`src/rtl/sa_pkg.sv`:
```
// Shared types and defaults for the systolic-array result path.
package sa_pkg;

  localparam int SA_ROWS  = 8;
  localparam int SA_ACC_W = 32;
  localparam int SA_ROW_W = (SA_ROWS > 1) ? $clog2(SA_ROWS) : 1;

  typedef logic [SA_ROW_W-1:0] row_idx_t;
  typedef logic [SA_ACC_W-1:0] acc_t;

  typedef enum logic [1:0] {
    IDLE,
    ACK,
    SEND
  } drain_state_t;

endpackage

```
`src/rtl/sa_result_drain_if.sv`:
```
// Core result capture and writeback stream bundle; master is the drain, slave the core/writeback side.
interface sa_result_drain_if #(
  parameter int ROWS  = 8,
  parameter int ACC_W = 32
);

  localparam int RW = (ROWS > 1) ? $clog2(ROWS) : 1;

  logic [ROWS-1:0]            rvalid_in;
  logic [ROWS-1:0][ACC_W-1:0] rdata_in;
  logic                       outread;
  logic                       m_valid;
  logic                       m_ready;
  logic [ACC_W-1:0]           m_data;
  logic [RW-1:0]              m_row;
  logic                       m_last;

  modport master (
    input  rvalid_in, rdata_in, m_ready,
    output outread, m_valid, m_data, m_row, m_last
  );

  modport slave (
    output rvalid_in, rdata_in, m_ready,
    input  outread, m_valid, m_data, m_row, m_last
  );

endinterface

```
`src/rtl/sa_next_row.sv`:
```
// Lowest-set-row finder over the remaining capture mask.
module sa_next_row
  import sa_pkg::*;
#(
  parameter  int ROWS = SA_ROWS,
  localparam int RW   = (ROWS > 1) ? $clog2(ROWS) : 1
) (
  input  logic [ROWS-1:0] mask_i,
  output logic [RW-1:0]   idx_o,
  output logic            none_o,
  output logic            one_o
);

  // Scanning downward leaves the lowest set row as the final assignment.
  always_comb begin
    idx_o = '0;
    for (int i = ROWS - 1; i >= 0; i--) begin
      if (mask_i[i]) idx_o = RW'(i);
    end
  end

  assign none_o = (mask_i == '0);
  assign one_o  = !none_o && ((mask_i & (mask_i - 1'b1)) == '0);

endmodule

```
`src/rtl/sa_result_drain.sv`:
```
// Snapshots the core's per-row results, acknowledges with outread, then streams valid rows lowest first.
module sa_result_drain
  import sa_pkg::*;
#(
  parameter  int ROWS  = SA_ROWS,
  parameter  int ACC_W = SA_ACC_W,
  parameter  int CNT_W = 16,
  localparam int RW    = (ROWS > 1) ? $clog2(ROWS) : 1
) (
  input  logic                clk,
  input  logic                rst,
  sa_result_drain_if.master   bus,
  output logic                busy,
  output logic [CNT_W-1:0]    snap_cnt
);

  drain_state_t               state_q, state_d;
  logic [ROWS-1:0]            mask_q, mask_d;
  logic [ROWS-1:0][ACC_W-1:0] buf_q, buf_d;
  logic [CNT_W-1:0]           cnt_q, cnt_d;
  logic                       outread_q;

  logic [RW-1:0] idx;
  logic          none;
  logic          one;
  logic          present;
  logic          accept;

  sa_next_row #(.ROWS(ROWS)) u_next_row (
    .mask_i (mask_q),
    .idx_o  (idx),
    .none_o (none),
    .one_o  (one)
  );

  always_comb begin
    state_d     = state_q;
    mask_d      = mask_q;
    buf_d       = buf_q;
    cnt_d       = cnt_q;
    bus.m_valid = 1'b0;
    bus.m_data  = '0;
    bus.m_row   = '0;
    bus.m_last  = 1'b0;

    present = (state_q != IDLE) && !none;
    accept  = present && bus.m_ready;

    if (present) begin
      bus.m_valid = 1'b1;
      bus.m_data  = buf_q[idx];
      bus.m_row   = idx;
      bus.m_last  = one;
    end

    unique case (state_q)
      IDLE: begin
        if (|bus.rvalid_in) begin
          buf_d   = bus.rdata_in;
          mask_d  = bus.rvalid_in;
          if (cnt_q != '1) cnt_d = cnt_q + 1'b1;
          state_d = ACK;
        end
      end
      ACK:     state_d = SEND;
      SEND:    if (none) state_d = IDLE;
      default: state_d = IDLE;
    endcase

    // The beat shown in ACK may already be taken, so acceptance is handled for both ACK and SEND.
    if (accept) begin
      mask_d[idx] = 1'b0;
      if (one) state_d = IDLE;
    end
  end

  always_ff @(posedge clk) begin
    if (rst) begin
      state_q   <= IDLE;
      mask_q    <= '0;
      buf_q     <= '0;
      cnt_q     <= '0;
      outread_q <= 1'b0;
    end else begin
      state_q   <= state_d;
      mask_q    <= mask_d;
      buf_q     <= buf_d;
      cnt_q     <= cnt_d;
      outread_q <= (state_d == ACK);
    end
  end

  assign bus.outread = outread_q;
  assign busy        = (state_q != IDLE);
  assign snap_cnt    = cnt_q;

endmodule

```
`src/flat_wrapper.sv`:
```
// flat-port wrapper written by rule: the top's interface ports become plain ports
module sa_result_drain_flat import sa_pkg::*;
#(
  parameter  int ROWS  = SA_ROWS,
  parameter  int ACC_W = SA_ACC_W,
  parameter  int CNT_W = 16,
  localparam int RW    = (ROWS > 1) ? $clog2(ROWS) : 1
)
  (clk, rst, busy, snap_cnt, bus_rvalid_in, bus_rdata_in, bus_m_ready, bus_outread, bus_m_valid, bus_m_data, bus_m_row, bus_m_last);
  sa_result_drain_if #(.ROWS(ROWS), .ACC_W(ACC_W)) bus_i ();
  input  logic clk;
  input  logic rst;
  output logic busy;
  output logic [CNT_W-1:0] snap_cnt;
  input wire logic [$bits(bus_i.rvalid_in)-1:0] bus_rvalid_in;
  input wire logic [$bits(bus_i.rdata_in)-1:0] bus_rdata_in;
  input wire logic [$bits(bus_i.m_ready)-1:0] bus_m_ready;
  output wire logic [$bits(bus_i.outread)-1:0] bus_outread;
  output wire logic [$bits(bus_i.m_valid)-1:0] bus_m_valid;
  output wire logic [$bits(bus_i.m_data)-1:0] bus_m_data;
  output wire logic [$bits(bus_i.m_row)-1:0] bus_m_row;
  output wire logic [$bits(bus_i.m_last)-1:0] bus_m_last;
  assign bus_i.rvalid_in = bus_rvalid_in;
  assign bus_i.rdata_in = bus_rdata_in;
  assign bus_i.m_ready = bus_m_ready;
  assign bus_outread = bus_i.outread;
  assign bus_m_valid = bus_i.m_valid;
  assign bus_m_data = bus_i.m_data;
  assign bus_m_row = bus_i.m_row;
  assign bus_m_last = bus_i.m_last;
  sa_result_drain #(.ROWS(ROWS), .ACC_W(ACC_W), .CNT_W(CNT_W)) u_core (.clk(clk), .rst(rst), .bus(bus_i), .busy(busy), .snap_cnt(snap_cnt));
endmodule
```
`config.mk`:
```
export PLATFORM = sky130hd
export DESIGN_NAME = sa_result_drain_flat
export DESIGN_NICKNAME = d
export VERILOG_FILES = /design/src/rtl/sa_pkg.sv /design/src/rtl/sa_result_drain_if.sv /design/src/rtl/sa_next_row.sv /design/src/rtl/sa_result_drain.sv /design/src/flat_wrapper.sv
export SDC_FILE = /design/constraint.sdc
export NUM_CORES = 1
export LEC_CHECK = 0
export ABC_AREA = 0
export BUFFER_PORTS_ARGS = -buffer_cell sky130_fd_sc_hd__buf_2
export CORE_ASPECT_RATIO = 1.2
export CORE_MARGIN = 2
export CORE_UTILIZATION = 53
export DETAILED_ROUTE_END_ITERATION = 12
export PLACE_DENSITY = 0.8
export SYNTH_ARGS = -nofsm -noshare
export SYNTH_HDL_FRONTEND = slang
export SYNTH_SLANG_ARGS = --single-unit
```
`constraint.sdc`:
```
create_clock -name clk -period 2.2 [get_ports clk]
set_clock_uncertainty 0.15 [all_clocks]
set_input_delay 0 -clock clk [delete_from_list [all_inputs] [get_ports clk]]
set_output_delay 0 -clock clk [all_outputs]
set_load 0.05 [all_outputs]
```
==> qor.csv <==
metric;value;unit
drt initial violations;2782;
Skew-Pair Late Insertion Delay;0.57;ns
worst hold stages;4;
Yosys cell types;51;
clk sinks;283;
initial antenna violation count;7;
setup ws final;-0.691;ns
Yosys warnings;0;
Die Width;142;um
Int Pwr;0.0118;W
largest area contributor in the netlist;dfxtp_1;
Layout area overhead;60.6;%
FMAX;0.346;GHz
Slew Viols, Final;0;
Tcrit/Tclk final;131;%
placed cell area;14500;um^2
Yosys reg bits;283;
Final Power;0.0193;W
# DRC;0;
Remaining Overflow, GRT;0;
port bufs;321;
WS Path Type;reg2out;
critical-path cell list;buf_4, nor3_2, o21ai_2, a211oi_4, buf_6, clkbuf_16, o21ai_0, o32ai_2, buf_6;
WL/cell;25.3;um
share of layout cells above drive strength 1;28.3;%
core area;22500;um^2
Final Wtd Congestion;0.906;
Synth Flop Type;dfxtp_1;
Worst path max stage delay;0.34;ns
clock power share;25.6;%
CTS tree;done;
storage element area;5690;um^2
switch share;38.8;%
Crit-path slowest cell;dfxtp_2;
R2R depth;7;
synth cell count leaders;nand2_1, dfxtp_1, a21oi_1;
first-pass GRT wire length;81.3;mm
cell area after synthesis;12200;um^2
Cells after DPL;2079;
post-route cell area;19600;um^2
Top Ports;322;
setup violators final;43;
outcome;finished, violations left;
DIE AREA;24200;um^2
Slew HR;51.7;%
number of global-route vias before repair;14989;
post-synthesis area per instance;7.82;um^2
Post-Synthesis Net Count;1826;
nets@finish;2404;
Worst setup EP type;primary output;
root buf cell;clkbuf_16;
Net Sw Power;0.00747;W
CP max FO;8;
DP HPWL;27.9;mm
via count;15980;
actual slew at the worst max-slew pin;0.719;ns
H-tree depth;1;
Clock transition at path regs;0.08;ns
share of the synthesized area in the top cell type;46.5;%
top cells by area, synth;dfxtp_1, nand2_1, a21oi_1;
post-layout minimum cycle time;2.89;ns
Tot GR Track Use;43.2;%
deepest clock path buffer count;3;
row cnt;60;
Final Hold Fails;0;
# fillers;1016;
EDFF count, synth;0;
hold_ws;0.0779;ns
reg-to-reg slack, setup;-0.10;ns
total leakage power;8.06;nW
Power Dens Cells;985;nW/um^2
Post-Route WL;61.8;mm
post-route insts no fill;2440;
starting density of the core;54.1;%
post-route ant nets;0;
Die Y;170;um
most used cell, CP;buf_6;
fin util;86.8;%
worst path arrival time;2.74;ns
largest net degree at the start of global routing;149;
VDD IR-drop max;0.000736;V
register area share after synthesis;46.5;%
Combinational Power Share;41.8;%
asr flop ratio synth;0;%
failing checks;setup timing;
1st-pass router iterations;12;
Multi-input gate area;6740;um^2
RSZ-0062 raised after global routing;yes;
Startpoint Class;flip-flop;
count leader, synth;nand2_1;
via/cell ratio;6.55;
Reg power frac;32.6;%
Num CTS Buffers;28;
max_cap viols;0;
Hold Path Class;in2reg;
worst endpoint required time;2.05;ns
synthesized instance count;1558;
## registers in the layout (all words and copies together), names as in the netlist
| signal | flops |
|---|---|
| u_core.buf_q | 256 |
| u_core.state_q | 2 |
| u_core.mask_q | 8 |
| u_core.snap_cnt | 16 |
| u_core.bus.outread | 1 |
## routing by layer
metal	global-route usage (%)	vias up	part of all wire (%)
li1	-	6588	-
met1	49.4	7250	33
met2	68.8	1580	44
met3	14.2	560	14
met4	29.2	2	9.5
met5	0	-	0.024
## cells by family (layout without fill, tap and decap cells)
kind of cell	after synthesis	count (layout)	share of synthesized area, %
muxes	3	3	0.267
xor gates and xnor gates	14	14	1.01
AOI/OAI and AO/OA	496	496	25.6
other	0	9	0
buffers and inverters	138	732	5.99
and+or+nand+nor	622	622	20.4
adders and majority gates	2	2	0.185
DFF	283	283	46.5
## path summary, 6_finish.rpt
check                    startpoint                 to
setup reg to reg  u_core.state_q[0]  u_core.buf_q[138]
hold / removal    bus_rdata_in[233]  u_core.buf_q[233]
hold reg to reg   u_core.buf_q[122]  u_core.buf_q[122]
setup / recovery   u_core.mask_q[0]      bus_m_data[4]
## cells in the final DEF (no fill, tap or decap), types with 7 or more instances in the layout
master and n:
a21boi_1 10, a21oi_1 258, a21oi_2 14, buf_12 23
buf_2 283, buf_4 40, buf_6 49, clkbuf_16 39
dfxtp_1 270, dfxtp_2 10, diode_2 9, dlygate4sd3_1 274
nand2_1 520, nand3_1 7, nor2_1 39, nor3_1 7
o21a_1 15, o21ai_0 9, o221a_2 13, o221ai_1 15
o221ai_2 17, o22ai_1 43, o22ai_2 9, o22ai_4 10
o32ai_2 23, o32ai_4 9, xnor2_1 12
## power by group through the flow
stage	sequential (W)	clock (W)	combinational, W
finish	0.00627	0.00493	0.00805
CTS	0.00613	0.00482	0.00652
global placement	0.00619	0	0.00557
global route	0.00629	0.00506	0.00830
detailed placement	0.00621	0	0.00564
floorplan	0.00615	0	0.00392
## timing repair
action	in CTS	in global routing
hold buffers	274	0
gates cloned	0	12
pin swaps	9	25
gates resized for setup	129	108
buffers inserted	3	18
hold endpoints to repair	283	0
setup endpoints to repair	36	46
## worst max-delay path: cells and delay by family, from the launching register on
| kind | cells | cell delay (ns) |
|---|---|---|
| buffers and inverters | 4 | 0.73 |
| AND/OR/NAND/NOR | 1 | 0.20 |
| AO/OA/AOI/OAI | 4 | 0.89 |
| flip-flops | 1 | 0.34 |
## metrics by stage
stage	worst slack, ns	setup TNS, ns
detailed placement	0.0231	0
floorplan	-0.197	-5.58
finish	-0.691	-16.25
CTS	-0.413	-11.91
global route	-0.698	-17.59
global placement	0.0497	0
## final cells by class
| class | count | area share (%) |
|---|---|---|
| Clock buffer | 39 | 4.21 |
| Multi-Input combinational cell | 1137 | 34.5 |
| Clock inverter | 7 | 0.461 |
| Timing Repair Buffer | 684 | 29.8 |
| Inverter | 2 | 0.0384 |
| Antenna cell | 9 | 0.115 |
| Tap cell | 279 | 1.79 |
| Sequential cell | 283 | 29.1 |
(Power assumes the default switching activity.)
